**src/rtl/counter_sweep_ctrl.sv**
```systemverilog
// Sequencer for a loadable up/down counter: runs cfg_reps triangle sweeps lo->hi->lo, then holds.
// Optional pause input enabled by defining SWEEP_PAUSE_EN.

module counter_sweep_ctrl #(
    parameter int unsigned CNT_WIDTH = 3,
    parameter int unsigned REP_WIDTH = 4
) (
    input  logic                 clk,
    input  logic                 reset_n,
    input  logic                 start,
    input  logic                 abort,
    input  logic [CNT_WIDTH-1:0] cfg_lo,
    input  logic [CNT_WIDTH-1:0] cfg_hi,
    input  logic [REP_WIDTH-1:0] cfg_reps,
`ifdef SWEEP_PAUSE_EN
    input  logic                 pause,
`endif
    input  logic [CNT_WIDTH-1:0] counter_out,
    output logic                 load_en,
    output logic [CNT_WIDTH-1:0] counter_in,
    output logic                 up_down,
    output logic                 busy,
    output logic                 done,
    output logic                 err,
    output logic [REP_WIDTH-1:0] sweep_cnt
);

    localparam logic [2:0] S_IDLE = 3'd0;
    localparam logic [2:0] S_LOAD = 3'd1;
    localparam logic [2:0] S_UP   = 3'd2;
    localparam logic [2:0] S_DOWN = 3'd3;
    localparam logic [2:0] S_DONE = 3'd4;

    logic [2:0]           state_q, state_d;
    logic [CNT_WIDTH-1:0] lo_q, lo_d, hi_q, hi_d;
    logic [REP_WIDTH-1:0] reps_q, reps_d, sweep_cnt_d;
    logic                 err_d;
    logic                 freeze;

`ifdef SWEEP_PAUSE_EN
    assign freeze = pause;
`else
    assign freeze = 1'b0;
`endif

    // State and latched configuration
    always_ff @(posedge clk or negedge reset_n) begin
        if (!reset_n) begin
            state_q   <= S_IDLE;
            lo_q      <= '0;
            hi_q      <= '0;
            reps_q    <= '0;
            sweep_cnt <= '0;
            err       <= 1'b0;
        end else begin
            state_q   <= state_d;
            lo_q      <= lo_d;
            hi_q      <= hi_d;
            reps_q    <= reps_d;
            sweep_cnt <= sweep_cnt_d;
            err       <= err_d;
        end
    end

    // Next state and counter drive; the default is a self-load so the counter holds
    always_comb begin
        state_d     = state_q;
        lo_d        = lo_q;
        hi_d        = hi_q;
        reps_d      = reps_q;
        sweep_cnt_d = sweep_cnt;
        err_d       = 1'b0;
        load_en     = 1'b1;
        counter_in  = counter_out;
        up_down     = 1'b0;
        busy        = 1'b0;
        done        = 1'b0;

        case (state_q)
            S_IDLE: begin
                if (start && !abort) begin
                    if ((cfg_lo >= cfg_hi) || (cfg_reps == '0)) begin
                        err_d = 1'b1;
                    end else begin
                        lo_d        = cfg_lo;
                        hi_d        = cfg_hi;
                        reps_d      = cfg_reps;
                        sweep_cnt_d = '0;
                        state_d     = S_LOAD;
                    end
                end
            end
            S_LOAD: begin
                busy = 1'b1;
                if (abort) begin
                    state_d = S_IDLE;
                end else begin
                    counter_in = lo_q;
                    state_d    = S_UP;
                end
            end
            S_UP: begin
                busy    = 1'b1;
                up_down = 1'b1;
                if (abort) begin
                    state_d = S_IDLE;
                end else if (!freeze) begin
                    load_en = 1'b0;
                    if (counter_out == (hi_q - CNT_WIDTH'(1))) begin
                        state_d = S_DOWN;
                    end
                end
            end
            S_DOWN: begin
                busy = 1'b1;
                if (abort) begin
                    state_d = S_IDLE;
                end else if (!freeze) begin
                    load_en = 1'b0;
                    // Counter reaches lo_q on this edge: one sweep complete
                    if (counter_out == (lo_q + CNT_WIDTH'(1))) begin
                        sweep_cnt_d = sweep_cnt + REP_WIDTH'(1);
                        if ((sweep_cnt + REP_WIDTH'(1)) == reps_q) begin
                            state_d = S_DONE;
                        end else begin
                            state_d = S_UP;
                        end
                    end
                end
            end
            S_DONE: begin
                done    = 1'b1;
                state_d = S_IDLE;
            end
            default: begin
                state_d = S_IDLE;
            end
        endcase
    end

endmodule

```
**config.mk**
```make
export PLATFORM = sky130hd
export DESIGN_NAME = counter_sweep_ctrl
export DESIGN_NICKNAME = d
export VERILOG_FILES = /design/src/rtl/counter_sweep_ctrl.sv
export SDC_FILE = /design/constraint.sdc
export NUM_CORES = 1
export LEC_CHECK = 0
export ABC_AREA = 0
export BUFFER_PORTS_ARGS = -buffer_cell sky130_fd_sc_hd__buf_2
export CORE_MARGIN = 4
export CORE_UTILIZATION = 55
export DETAILED_ROUTE_END_ITERATION = 8
export PLACE_DENSITY = 0.94
export REMOVE_ABC_BUFFERS = 1
export SLEW_MARGIN = 25
export SYNTH_ARGS = -nofsm -noshare
export SYNTH_HDL_FRONTEND = slang
export SYNTH_SLANG_ARGS = --single-unit
```
**constraint.sdc**
```tcl
create_clock -name clk -period 4.35 [get_ports clk]
set_input_delay 0.435 -clock clk [delete_from_list [all_inputs] [get_ports clk]]
set_output_delay 0.435 -clock clk [all_outputs]
set_load 0.02 [all_outputs]
```
==> results of run 1 <==
[where the power goes]
group	internal [W]	switching [W]	leakage, nW
Clock	0.0000511	0.0000556	0.0210
Combinational	0.000176	0.000204	0.398
Sequential	0.000234	0.0000716	0.228
[critical path, cell delays in order, from the launching register on]
cell and delay, ns:
dfrtp_1 0.45, inv_1 0.11, nor4_1 0.55, mux2_2 0.42, buf_2 0.16
[routing by layer]
metal / global-route usage / vias up / wire length [um]
met4: 0.1064 / 0 / 63
met2: 0.3633 / 38 / 1301
met1: 0.2732 / 459 / 1097
met3: 0.01972 / 6 / 120
li1: - / 447 / -
met5: 0 / - / 0
[through the flow]
step / power [W] / hold WS, ns
after global routing: 0.0008509 / 0.05490
after global placement: 0.0006524 / 0.3781
final: 0.0007917 / 0.03663
after floorplan: 0.0005710 / 0.1394
after CTS: 0.0007906 / 0.05321
after detailed placement: 0.0006835 / 0.3880
[logic make-up (layout without fill, tap and decap cells)]
group                    after synthesis  count (layout)  share of synthesized area
multiplexers                          11              11                     0.1102
AO/OA/AOI/OAI                         15              15                     0.1102
AND/OR/NAND/NOR                       37              37                     0.1715
flip-flops                            18              18                     0.4009
buffers and inverters                  8              38                    0.03340
adder cells (fa/ha/maj)                6               6                    0.06681
XOR/XNOR                              12              12                     0.1069
[sequential cells by signal, indices dropped and copies added (netlist names)]
register / flops
reps_q: 4
lo_q: 3
hi_q: 3
sweep_cnt: 4
err: 1
state_q: 3
[worst paths after layout]
path,depth (start not counted),slack [ns],from,endpoint
setup / recovery,4,1.94,state_q[0],counter_in[0]
hold / removal,1,0.04,reset_n,sweep_cnt[2]
setup reg to reg,6,2.22,sweep_cnt[0],state_q[1]
hold reg to reg,1,0.53,reps_q[0],reps_q[0]
max in group asynchronous,1,4.03,reset_n,hi_q[0]
min in group clk,3,0.36,cfg_hi[1],hi_q[1]
[cells in the mapped netlist]
cell       count  area, sq um
and3_1         1        6.260
a211oi_2       1        12.51
nor4_1         3        18.77
xor3_1         1        23.77
mux2_2        10        112.6
clkbuf_1       1        3.750
a2111oi_0      1        8.760
o21a_1         1        7.510
a21o_1         1        7.510
mux2_1         1        11.26
nor2b_1        1        6.260
nand3_1        6        30.03
ha_1           6        75.07
and2_1         1        6.260
nand2b_1       2        12.51
nor3_1         4        20.02
nor2_1         7        26.28
a311oi_1       2        17.52
buf_6          1        11.26
dfrtp_1       18        450.4
or3b_1         1        8.760
a22oi_1        4        30.03
and2_4         1        8.760
and3b_2        1        10.01
or3_1          1        6.260
xor2_1         5        43.79
inv_1          6        22.52
or2_1          1        6.260
a2111oi_2      1        15.01
o21ai_0        2        10.01
o211ai_1       2        15.01
nand2_1        7        26.28
xnor2_1        6        52.55
[final cells by class]
class,instances,area (sq um)
Clock buffer,4,36.28
Fill cell,151,623.1
Inverter,6,22.52
Multi-Input combinational cell,81,635.6
Sequential cell,18,450.4
Tap cell,27,33.78
Timing Repair Buffer,28,140.1
==> impl_metrics.toml, run 1 <==
[sta]
finalMaxSlewViolations = 0
final.min_clock_period_ns = 2.412
clock_skew_ns = 0.001991
finalSetupViolCount = 0
rsz0062_at_grt = "false"
final.setup.tns_ns = 0
worstMarginPinSlew_ns = 0.6238
period_share = 0.5546
final-hold-violation-count = 0
slew-limit-headroom = 0.5803
timing.final.ws_setup_ns = 1.938
fmax_mhz = 414.5

[worst_setup_path]
critical_path_class = "register to output port"
arrival_ns = 1.98
cp-start-kind = "register"
crit_required_ns = 3.91
worstPathMaxFanout = 5
end_kind = "output port"

[route]
dr_total_vias = 950
dr.pass1.iters = 4
wl_mm = 2.583
vias_per_cell = 5.793
avgRoutedWirePerCell_um = 15.75
ant_nets = 0
drcViolationCount = 0
drt_iter0_drc = 25

[finish]
diodes = 0
finalNetCount = 161
area_growth_pct = 17.37
layout_commonest_cell = "buf_2"
postLayoutCellArea_sq_mm = 0.001319
drive_above_1_share = 0.3358
final_util = 0.6791
final_cells = 164
layout_common_cells = "buf_2, dfrtp_1, mux2_2"

[clock_network]
clk_pin_slew_worst_paths_ns = 0.11
tritoncts.num_buffers = 3
clock_sinks = 18
clk_root_buffer_cell = "clkbuf_4"
ctsHoldBuffers = 0
clkLatencyLatePin_ns = 0.30
cts_tree = "yes"
clockBufferDepth = 2
cts_htree_levels = 1
cts-resized-gates = 0
post_cts_buffers = 0

[die]
die-area_sq_mm = 0.002830
die_h_um = 53.20
core_sq_mm = 0.001942
start_util = 0.5786
io_pins = 29
fp.dieW_um = 53.20
rows = 16

[placed_design]
hpwlAfterDp_mm = 2.033
place_area_sq_mm = 0.001282
placement.io_buffers = 28
place_inst = 160
gp_congestion = 0.8902
place_ws_ns = 2.032

[power_and_ir_drop]
p_leak_nw = 0.6469
power_density_mw_per_mm2 = 600.3
ir_drop_mv = 0.3478

[global_route]
grt_pass1_wl_mm = 4.457
grt_pass1_vias = 974
track_usage = 0.2158
grt.overflow.total = 0
grt_max_degree = 19
antenna_found_initial = 0

[worst_hold_path]
hold_class = "input port to asynchronous set/reset pin"

[logic_synthesis]
synth_seq_cells = 18
syn_inst = 107
ys_seq_area_frac = 0.4009
yosysWarnings = 0
synth_area_per_cell_sq_um = 10.50
ys_types = 33
syn_area_sq_mm = 0.001124

[job]
cap_violations = 0

[run_status]
status = "finished clean"
Power figures use the tool's default switching activity.
==> run 2: changes to the inputs <==
--- a/config.mk
+++ b/config.mk
@@ -8,9 +8,9 @@
 export ABC_AREA = 0
 export BUFFER_PORTS_ARGS = -buffer_cell sky130_fd_sc_hd__buf_2
 export CORE_MARGIN = 4
-export CORE_UTILIZATION = 55
+export CORE_UTILIZATION = 46
 export DETAILED_ROUTE_END_ITERATION = 8
-export PLACE_DENSITY = 0.94
+export PLACE_DENSITY = 0.85
 export REMOVE_ABC_BUFFERS = 1
 export SLEW_MARGIN = 25
 export SYNTH_ARGS = -nofsm -noshare
==> constraint.sdc (replaced) <==
create_clock -name clk -period 2.2 [get_ports clk]
set_input_delay 0.22 -clock clk [delete_from_list [all_inputs] [get_ports clk]]
set_output_delay 0.22 -clock clk [all_outputs]
set_load 0.02 [all_outputs]
==> run 2 against run 1 <==
- final area rose by 3.1%
- register-to-register slack got worse by 2.0 ns
- clock power rose by 92%
- critical endpoint is now counter_in[2]
- via count fell by 1.9%
- sequential power rose by 92%
- final cell count rose by 3.7%
- non-clock buffer count rose by 5
- largest power group unchanged
- flip-flop and latch count did not move
==> impl_metrics.toml, run 2 (synthesis results as in run 1) <==
[power_and_ir_drop]
swShare = 0.4051
power.total_w = 0.001580
internal_power_w = 0.0009400
comb_power_share = 0.500
ir_drop_mv = 0.6407
power_density_mw_per_mm2 = 1162
p_sw_w = 0.0006400
seqPwrFrac = 0.370
p_leak_nw = 0.6718
power.share.clock = 0.130

[global_route]
gr-usage-met1 = 0.1899
grt_pass1_vias = 980
grt_pass1_wl_mm = 4.264
use_met2 = 0.2919
track_usage = 0.1614
grt_max_degree = 19
met3_usage = 0.03394
antenna_found_initial = 0
grt.overflow.total = 0
busiest_layer = "met2"

[worst_setup_path]
rr_startpoint = "lo_q[0]"
crit_path_top_delay_cell = "dfrtp_1"
critical_path_class = "register to output port"
cp_top_family = "buffers and inverters"
arrival_ns = 1.76
r2r_slack_ns = 0.24
end_kind = "output port"
crit_required_ns = 1.98
cp.depth = 5
max_stage_delay_ns = 0.44
rr_endpoint = "sweep_cnt[3]"
ff2ff_path_depth = 7
crit_buf_inv = 3
critical_path.cell_chain = "inv_1 > nor4_1 > buf_4 > mux2_2 > buf_2"
worstPathMaxFanout = 5
cp-start-kind = "register"

[finish]
finalNetCount = 166
layout_commonest_cell = "buf_2"
drive_above_1_share = 0.3521
largest_registers = "reps_q (4), sweep_cnt (4)"
area_growth_pct = 21.05
postLayoutCellArea_sq_mm = 0.001360
nFillCells = 194
diodes = 0
layout_common_cells = "buf_2, dfrtp_1, mux2_2"

[placed_design]
gp_congestion = 0.9059
place_area_sq_mm = 0.001314
placement.io_buffers = 28
hpwlAfterDp_mm = 1.955

[die]
rows = 17
fp.dieW_um = 57.42
core_sq_mm = 0.002276
io_pins = 29
start_util = 0.4937
die_h_um = 57.42
die-area_sq_mm = 0.003297

[clock_network]
clk_pin_slew_worst_paths_ns = 0.11
post_cts_buffers = 0
clkLatencyLatePin_ns = 0.29
clockBufferDepth = 2
cts_tree = "yes"
clock_sinks = 18
clk_root_buffer_cell = "clkbuf_4"
tritoncts.num_buffers = 3
cts_htree_levels = 1

[route]
dr_total_vias = 932
drt_iter0_drc = 32
ant_nets = 0
drcViolationCount = 0
avgRoutedWirePerCell_um = 14.17
vias_per_cell = 5.482
dr.pass1.iters = 4
wl_mm = 2.409

[run_status]
status = "finished clean"

[worst_hold_path]
hold_class = "input port to register"
min_path_cells = 3
hp-start = "cfg_hi[0]"
min_to = "hi_q[0]"

[sta]
period_share = 0.9003
rsz0062_at_grt = "false"
fmax_mhz = 504.9
worstMarginPinSlew_ns = 0.3964
slew-limit-headroom = 0.7357
final.setup.tns_ns = 0
clock_skew_ns = 0.002165
finalMaxSlewViolations = 0
final-hold-violation-count = 0
finalSetupViolCount = 0
final.min_clock_period_ns = 1.981

[job]
cap_violations = 0
-- run 2: cell count changes in the layout (fill, tap and decap cells not counted) --
cell,change
dlygate4sd3_1,+1
buf_4,+4
-- run 2: worst reg2reg max path, delay by kind of cell, from the launching register on --
kind | cells | cell delay (ns)
AOI/OAI and AO/OA | 2 | 0.37
xor gates and xnor gates | 1 | 0.36
adders and majority gates | 1 | 0.22
buffers and inverters | 1 | 0.16
DFF | 1 | 0.44
and+or+nand+nor | 2 | 0.30
-- run 2: per-layer routing --
layer  vias up  wire length [um]
li1        457                 -
met1       435               973
met2        36              1276
met3         4               139
met4         0                19
met5         -                 0
-- run 2: layout make-up --
class	count	area (sq um)	area share
Clock buffer	4	36.28	0.02668
Inverter	6	22.52	0.01656
Multi-Input combinational cell	81	635.6	0.4673
Sequential cell	18	450.4	0.3312
Tap cell	28	35.03	0.02576
Timing Repair Buffer	33	180.2	0.1325
-- run 2: worst max-delay path by stage --
| stage | start | end | slack, ns |
|---|---|---|---|
| after global routing | sweep_cnt[1] | state_q[1] | 0.10 |
| after detailed placement | cfg_lo[0] | reps_q[1] | 0.21 |
| after floorplan | sweep_cnt[0] | state_q[1] | 0.19 |
| final | state_q[0] | counter_in[2] | 0.22 |
| after CTS | sweep_cnt[1] | state_q[1] | 0.22 |
| after global placement | cfg_lo[0] | reps_q[3] | 0.23 |
-- run 2: through the flow --
step                      setup WS, ns  std cells    util  hold WS, ns
final                           0.2194        170  0.5976       0.1485
after global routing            0.1009        170  0.5976       0.1545
after CTS                       0.2167        170  0.5976       0.1468
after detailed placement        0.2068        165  0.5772       0.1652
after global placement          0.2286        165  0.5772       0.1608
after floorplan                 0.1943        105       -     -0.07559
-- run 2: power by group through the flow --
stage | clock (W) | combinational [W] | sequential (W)
2_1_floorplan | 0 | 0.000540 | 0.000589
3_3_place_gp | 0 | 0.000752 | 0.000580
3_5_place_dp | 0 | 0.000789 | 0.000594
4_1_cts | 0.000208 | 0.000795 | 0.000584
5_1_grt | 0.000224 | 0.000882 | 0.000607
6_report | 0.000205 | 0.000790 | 0.000585
-- run 2: timing repair --
action	4_1_cts	5_1_grt
endpoints found under the setup margin	0	1
hold endpoints to repair	18	0
hold buffers	1	0
resized for setup	0	0
